**config.mk**
```make
export PLATFORM = sky130hd
export DESIGN_NAME = alu_seq
export DESIGN_NICKNAME = d
export VERILOG_FILES = /design/src/rtl/alu_seq.sv
export SDC_FILE = /design/constraint.sdc
export NUM_CORES = 1
export LEC_CHECK = 0
export BUFFER_PORTS_ARGS = -buffer_cell sky130_fd_sc_hd__buf_2
export CORE_MARGIN = 2
export CORE_UTILIZATION = 30
export CTS_BUF_LIST = sky130_fd_sc_hd__clkbuf_4
export CTS_CLUSTER_SIZE = 40
export DETAILED_ROUTE_END_ITERATION = 6
export REMOVE_ABC_BUFFERS = 1
export SLEW_MARGIN = 10
export SYNTH_ARGS = -nofsm -noshare
export SYNTH_HDL_FRONTEND = slang
export SYNTH_SLANG_ARGS = --single-unit
```
**constraint.sdc**
```tcl
create_clock -name clk -period 10.9 [get_ports clk]
set_clock_uncertainty 0.2 [all_clocks]
set_input_delay 3.27 -clock clk [delete_from_list [all_inputs] [get_ports clk]]
set_output_delay 3.27 -clock clk [all_outputs]
set_load 0.03 [all_outputs]
```
**src/rtl/alu_seq.sv**
```systemverilog
// alu_seq: handshaked sequential ALU with registered result and flags.
// Define ALU_SEQ_MUL_EN to build the multi-cycle shift-add multiplier.
module alu_seq #(
  parameter int WIDTH = 8
) (
  input  logic             clk,
  input  logic             rst,
  input  logic             in_valid,
  output logic             in_ready,
  input  logic [WIDTH-1:0] a,
  input  logic [WIDTH-1:0] b,
  input  logic [2:0]       sel,
  output logic             out_valid,
  input  logic             out_ready,
  output logic [WIDTH-1:0] result,
  output logic             zero,
  output logic             neg,
  output logic             carry,
  output logic             ovf
);

  localparam int SW = $clog2(WIDTH);

  localparam logic [1:0] IDLE = 2'd0;
  localparam logic [1:0] DONE = 2'd2;
`ifdef ALU_SEQ_MUL_EN
  localparam logic [1:0] MUL  = 2'd1;
`endif

  logic [1:0] state;

  assign in_ready  = (state == IDLE) && !rst;
  assign out_valid = (state == DONE);

  logic             sub;
  logic [WIDTH-1:0] bx;
  logic [WIDTH:0]   sum;
  logic [WIDTH-1:0] res_c;
  logic             carry_c;
  logic             ovf_c;
  logic [SW-1:0]    sh;

  assign sh = b[SW-1:0];

  // SUB reuses the adder as a + ~b + 1
  always_comb begin
    sub     = (sel == 3'b011);
    bx      = sub ? ~b : b;
    sum     = {1'b0, a} + {1'b0, bx} + {{WIDTH{1'b0}}, sub};
    res_c   = '0;
    carry_c = 1'b0;
    ovf_c   = 1'b0;
    case (sel)
      3'b000: res_c = a & b;
      3'b001: res_c = a | b;
      3'b010, 3'b011: begin
        res_c   = sum[WIDTH-1:0];
        carry_c = sum[WIDTH];
        ovf_c   = (a[WIDTH-1] == bx[WIDTH-1]) &&
                  (sum[WIDTH-1] != a[WIDTH-1]);
      end
      3'b100: res_c = {{(WIDTH-1){1'b0}},
                       ($signed(a) < $signed(b))};
      3'b101: res_c = a << sh;
      3'b110: res_c = $signed(a) >>> sh;
      default: res_c = '0;
    endcase
  end

`ifdef ALU_SEQ_MUL_EN
  logic [WIDTH-1:0] ma;
  logic [WIDTH-1:0] mb;
  logic [WIDTH-1:0] acc;
  logic [WIDTH-1:0] acc_nx;
  logic [SW-1:0]    cnt;

  assign acc_nx = acc + (mb[0] ? ma : '0);
`endif

  always_ff @(posedge clk) begin
    if (rst) begin
      state  <= IDLE;
      result <= '0;
      zero   <= 1'b0;
      neg    <= 1'b0;
      carry  <= 1'b0;
      ovf    <= 1'b0;
`ifdef ALU_SEQ_MUL_EN
      ma     <= '0;
      mb     <= '0;
      acc    <= '0;
      cnt    <= '0;
`endif
    end else begin
      case (state)
        IDLE: begin
          if (in_valid) begin
`ifdef ALU_SEQ_MUL_EN
            if (sel == 3'b111) begin
              ma    <= a;
              mb    <= b;
              acc   <= '0;
              cnt   <= '0;
              state <= MUL;
            end else begin
              result <= res_c;
              zero   <= (res_c == '0);
              neg    <= res_c[WIDTH-1];
              carry  <= carry_c;
              ovf    <= ovf_c;
              state  <= DONE;
            end
`else
            result <= res_c;
            zero   <= (res_c == '0);
            neg    <= res_c[WIDTH-1];
            carry  <= carry_c;
            ovf    <= ovf_c;
            state  <= DONE;
`endif
          end
        end
`ifdef ALU_SEQ_MUL_EN
        MUL: begin
          acc <= acc_nx;
          ma  <= ma << 1;
          mb  <= mb >> 1;
          cnt <= cnt + 1'b1;
          // last multiplier bit: commit the low product bits
          if (cnt == SW'(WIDTH - 1)) begin
            result <= acc_nx;
            zero   <= (acc_nx == '0);
            neg    <= acc_nx[WIDTH-1];
            carry  <= 1'b0;
            ovf    <= 1'b0;
            state  <= DONE;
          end
        end
`endif
        DONE: begin
          if (out_ready) state <= IDLE;
        end
        default: state <= IDLE;
      endcase
    end
  end

endmodule

```
==> results.txt <==
----------------------------------------------------
[Worst setup path]
  CP Data Required Time ... around 7400 ps
  CP startpoint ... rst
  Slowest library cell on the worst path ... buf_2
  Critical path's most frequent cell ... buf_2
  Critical path endpoint category ... output port
  Cell breakdown of the critical path ... buf_2, nor2_1, buf_2
  Longest individual stage delay on the worst path ... 200 ps
  Critical Path Start Type ... input pin
  Number of buffer and inverter instances along the worst setup path ... 2
  Launch instance of the worst register-to-register path ... state[1]$_SDFFE_PP0P_
  Worst endpoint data arrival time ... ~3700 ps
  Critical-path maximum fanout ... 13
  Cell family with the largest share of critical-path delay ... buffers and inverters
  Type of the setup path with the least slack ... in2out

[Synth]
  Combined area of all synthesized cells ... ~2100 um^2
  Number of flops mapped to enable cells by yosys ... 0
  Flip-flop and latch count after synthesis ... 12
  Compound-cell area share of the yosys netlist ... between 20% and 30%
  Mean area per synthesized cell ... between 8 and 9 um^2
  Largest family of logic cells by synthesized area ... simple AND/OR/NAND/NOR gates
  Number of instances in the synthesized netlist ... 267
  Synthesized-area fraction occupied by and/or/nand/nor cells ... between 20% and 30%
  Adder-cell area share of the yosys netlist ... a little over a fifth
  Synthesis warning total ... 0
  Prevailing post-synth register cell ... dfxtp_1
  Number of different library cells in the post-synthesis netlist ... 53
  Portion of the post-synthesis area used by sequential elements ... approximately 11%
  Xor and xnor fraction of the mapped netlist area ... under 10%
  Multiplexer fraction of the synthesized cell area ... between 10% and 20%
  Proportion of register bits with asynchronous set or reset after synthesis ... 0%

[Floorplanning]
  # rows ... 30
  Die Outline Area ... between 7000 and 8000 um^2
  DIE HEIGHT ... just under 90 um
  Number of ports placed on the die boundary ... 37
  Placeable core region ... 6830 um^2
  Die Wd ... ~88 um
  Starting utilization of the core area ... 31.3%

[Drt]
  Pre-antenna DRT Iters ... 4
  # DRC ... 0
  Iter 0 DRT Violations ... roughly 160
  Via count ... 2032
  Average detailed-routed wire length per instance ... 14.9 um
  Number of nets still failing antenna checks after routing ... 0
  Post-DR vias/cell ... 5.24
  Final Routed Wirelength ... 5.76 mm

[Global routing]
  First-pass GRT wire length ... roughly 9.2 mm
  Antenna violations before repair ... 0
  Maximum number of pins on one net before global-route repair ... 26
  Tot GR Track Use ... between 10 and 15%
  GRT Residual Overflow ... 0
  Number of global-route vias before repair ... around 1900

[Hold path]
  Worst hold path class ... reg2reg
  Launch point of the worst hold path ... zero$_SDFFE_PP0P_

[STA]
  Post-route setup slack ... between 3000 and 4000 ps
  Fin crit period ... around 7200 ps
  Slew Viols, Final ... 0
  Share of the clock period used by the worst path after layout ... 66.2%
  Highest Clock Rate ... ~0.14 GHz
  Final setup violation count ... 0
  Sum of negative setup slack ... 0 ps
  Final count of hold timing violations ... 0
  Slew headroom ... between 30% and 40%
  Transition at the pin with the smallest max-transition slack ... between 900 and 1000 ps
  Unrepaired setup endpoints after global routing ... false

[Place]
  Post-placement setup slack ... ~3700 ps
  Routability congestion estimate from global placement ... around 0.90
  DP Wirelength ... 4.46 mm
  Port-buffer cells ... 36

[Clocking]
  Cts hold-fix bufs ... 0
  Post CTS Setup Buffer Count ... 0
  Number of resized instances in the post-cts repair step ... 0
  Number of H-tree levels ... 1
  Clock Tree Root ... clkbuf_4
  TritonCTS clock tree ... yes
  Clock-pin transition on the worst setup and hold timing paths ... 70 ps
  Num CTS Buffers ... 3
  Number of sinks on the clock net ... 12
  Clk buf depth ... 2
  Clock latency on the worst-skew pair ... 260 ps

[Cells and area]
  Ant. Diodes ... 0
  Share of final-layout standard cells stronger than drive strength 1 ... about a fifth
  # nets final ... 353
  Area growth from synthesis to layout ... 11.4%
  Fill count ... between 700 and 800

[Power and ir drop]
  Largest voltage drop on the vdd net ... between 0.03 and 0.04 mV
  Static Leak ... roughly 1.1 nW
  Power density over cell area ... approximately 73 nW/um^2

[Outcome]
  Status ... finished, final reports clean

[Flow run]
  Number of violations of the max-capacitance limit ... 0

----------------------------------------------------
-- layout by cell type, fill, tap and decap left out, drive strengths merged, types with 2 or more instances in the layout --
cell / Yosys / layout
and3: 2 / 2
buf: 10 / 36
inv: 19 / 19
nand4: 4 / 4
o211ai: 3 / 3
nand2b: 8 / 8
o31ai: 4 / 4
nand3: 3 / 3
nand2: 20 / 20
a211oi: 12 / 12
or3: 2 / 2
mux2: 7 / 7
nor3: 7 / 7
o21bai: 2 / 2
mux4: 6 / 6
clkbuf: 4 / 3
o21ai: 4 / 4
a211o: 3 / 3
nor2b: 11 / 11
a21oi: 18 / 18
dfxtp: 12 / 12
a21boi: 2 / 2
nor4: 3 / 3
nor2: 29 / 29
xnor2: 9 / 9
mux2i: 7 / 7
ha: 35 / 35
a31oi: 2 / 2
-- state kept, by name, indices dropped and copies added, names as in the netlist --
name    cells
result      8
carry       1
ovf         1
state       1
zero        1
-- cell type report --
cell class	instances	area [um^2]	share of cell area, %
Sequential cell	12	240	10.1
Multi-Input combinational cell	221	1740	73.2
Timing Repair Buffer	36	180	7.57
Clock buffer	3	22.5	0.946
Inverter	20	75.1	3.15
Tap cell	96	120	5.05
-- path summary, 6_finish.rpt --
path	endpoint	slack [ps]	cells past startpoint
setup / recovery	in_ready	3690	3
hold / removal	zero$_SDFFE_PP0P_	260	2
setup reg to reg	ovf$_SDFFE_PP0P_	9040	5
hold reg to reg	zero$_SDFFE_PP0P_	260	2
-- metal layers --
layer / global-route usage, % / vias to the layer above / routed length, um
li1: - / 1013 / -
met4: 1.79 / 0 / 30
met5: 0 / - / 0
met1: 21.0 / 941 / 2680
met3: 2.05 / 4 / 369
met2: 24.5 / 74 / 2680
-- metrics by stage --
| stage | util, % | area [um^2] | cells | power [mW] | hold slack (ps) |
|---|---|---|---|---|---|
| global placement | 34.5 | 2360 | 385 | 0.148 | 253 |
| finish | 34.8 | 2380 | 388 | 0.175 | 259 |
| detailed placement | 34.5 | 2360 | 385 | 0.150 | 254 |
| global route | 34.8 | 2380 | 388 | 0.190 | 298 |
| CTS | 34.8 | 2380 | 388 | 0.176 | 263 |
| floorplan | - | 2060 | 253 | 0.116 | 378 |
-- cells in the mapped netlist (2+ instances only) --
| cell type | instances | area (um^2) |
|---|---|---|
| nor2b_1 | 11 | 68.8 |
| mux2_2 | 5 | 56.3 |
| a31oi_1 | 2 | 12.5 |
| nor3_1 | 7 | 35.0 |
| buf_2 | 7 | 35.0 |
| mux4_2 | 6 | 135 |
| dfxtp_1 | 12 | 240 |
| nand2_1 | 20 | 75.1 |
| a211oi_1 | 9 | 67.6 |
| nor4_1 | 2 | 12.5 |
| o21ai_0 | 4 | 20.0 |
| inv_1 | 18 | 67.6 |
| o31ai_1 | 4 | 30.0 |
| mux2_1 | 2 | 22.5 |
| clkbuf_1 | 4 | 15.0 |
| nand3_1 | 3 | 15.0 |
| a211o_1 | 3 | 26.3 |
| ha_1 | 35 | 438 |
| a21oi_1 | 18 | 90.1 |
| nand4_1 | 4 | 25.0 |
| o211ai_1 | 3 | 22.5 |
| nor2_1 | 29 | 109 |
| buf_6 | 2 | 22.5 |
| and3_1 | 2 | 12.5 |
| xnor2_1 | 9 | 78.8 |
| a21boi_0 | 2 | 15.0 |
| or3_1 | 2 | 12.5 |
| nand2b_1 | 8 | 50.1 |
| mux2i_1 | 7 | 70.1 |
| a211oi_2 | 3 | 37.5 |
| o21bai_1 | 2 | 15.0 |
-- report_power, final --
group / internal, mW / total (mW) / switching (mW)
sequential: 0.0471 / 0.0488 / 0.00173
combinational: 0.0396 / 0.100 / 0.0606
clock: 0.0128 / 0.0256 / 0.0129
-- worst register-to-register path: cells and delay by family, from the launching register on --
kind	cells	cell delay [ps]
simple gates	4	1200
compound gates	1	60
flops	1	340
-- logic make-up (layout without fill, tap and decap cells) --
logic type | count (synthesis) | in the layout
AOI/OAI and AO/OA | 61 | 61
xor gates and xnor gates | 10 | 10
adders and majority gates | 36 | 36
buffers and inverters | 34 | 59
DFF | 12 | 12
muxes | 20 | 20
and+or+nand+nor | 94 | 94
(Power assumes the default switching activity.)
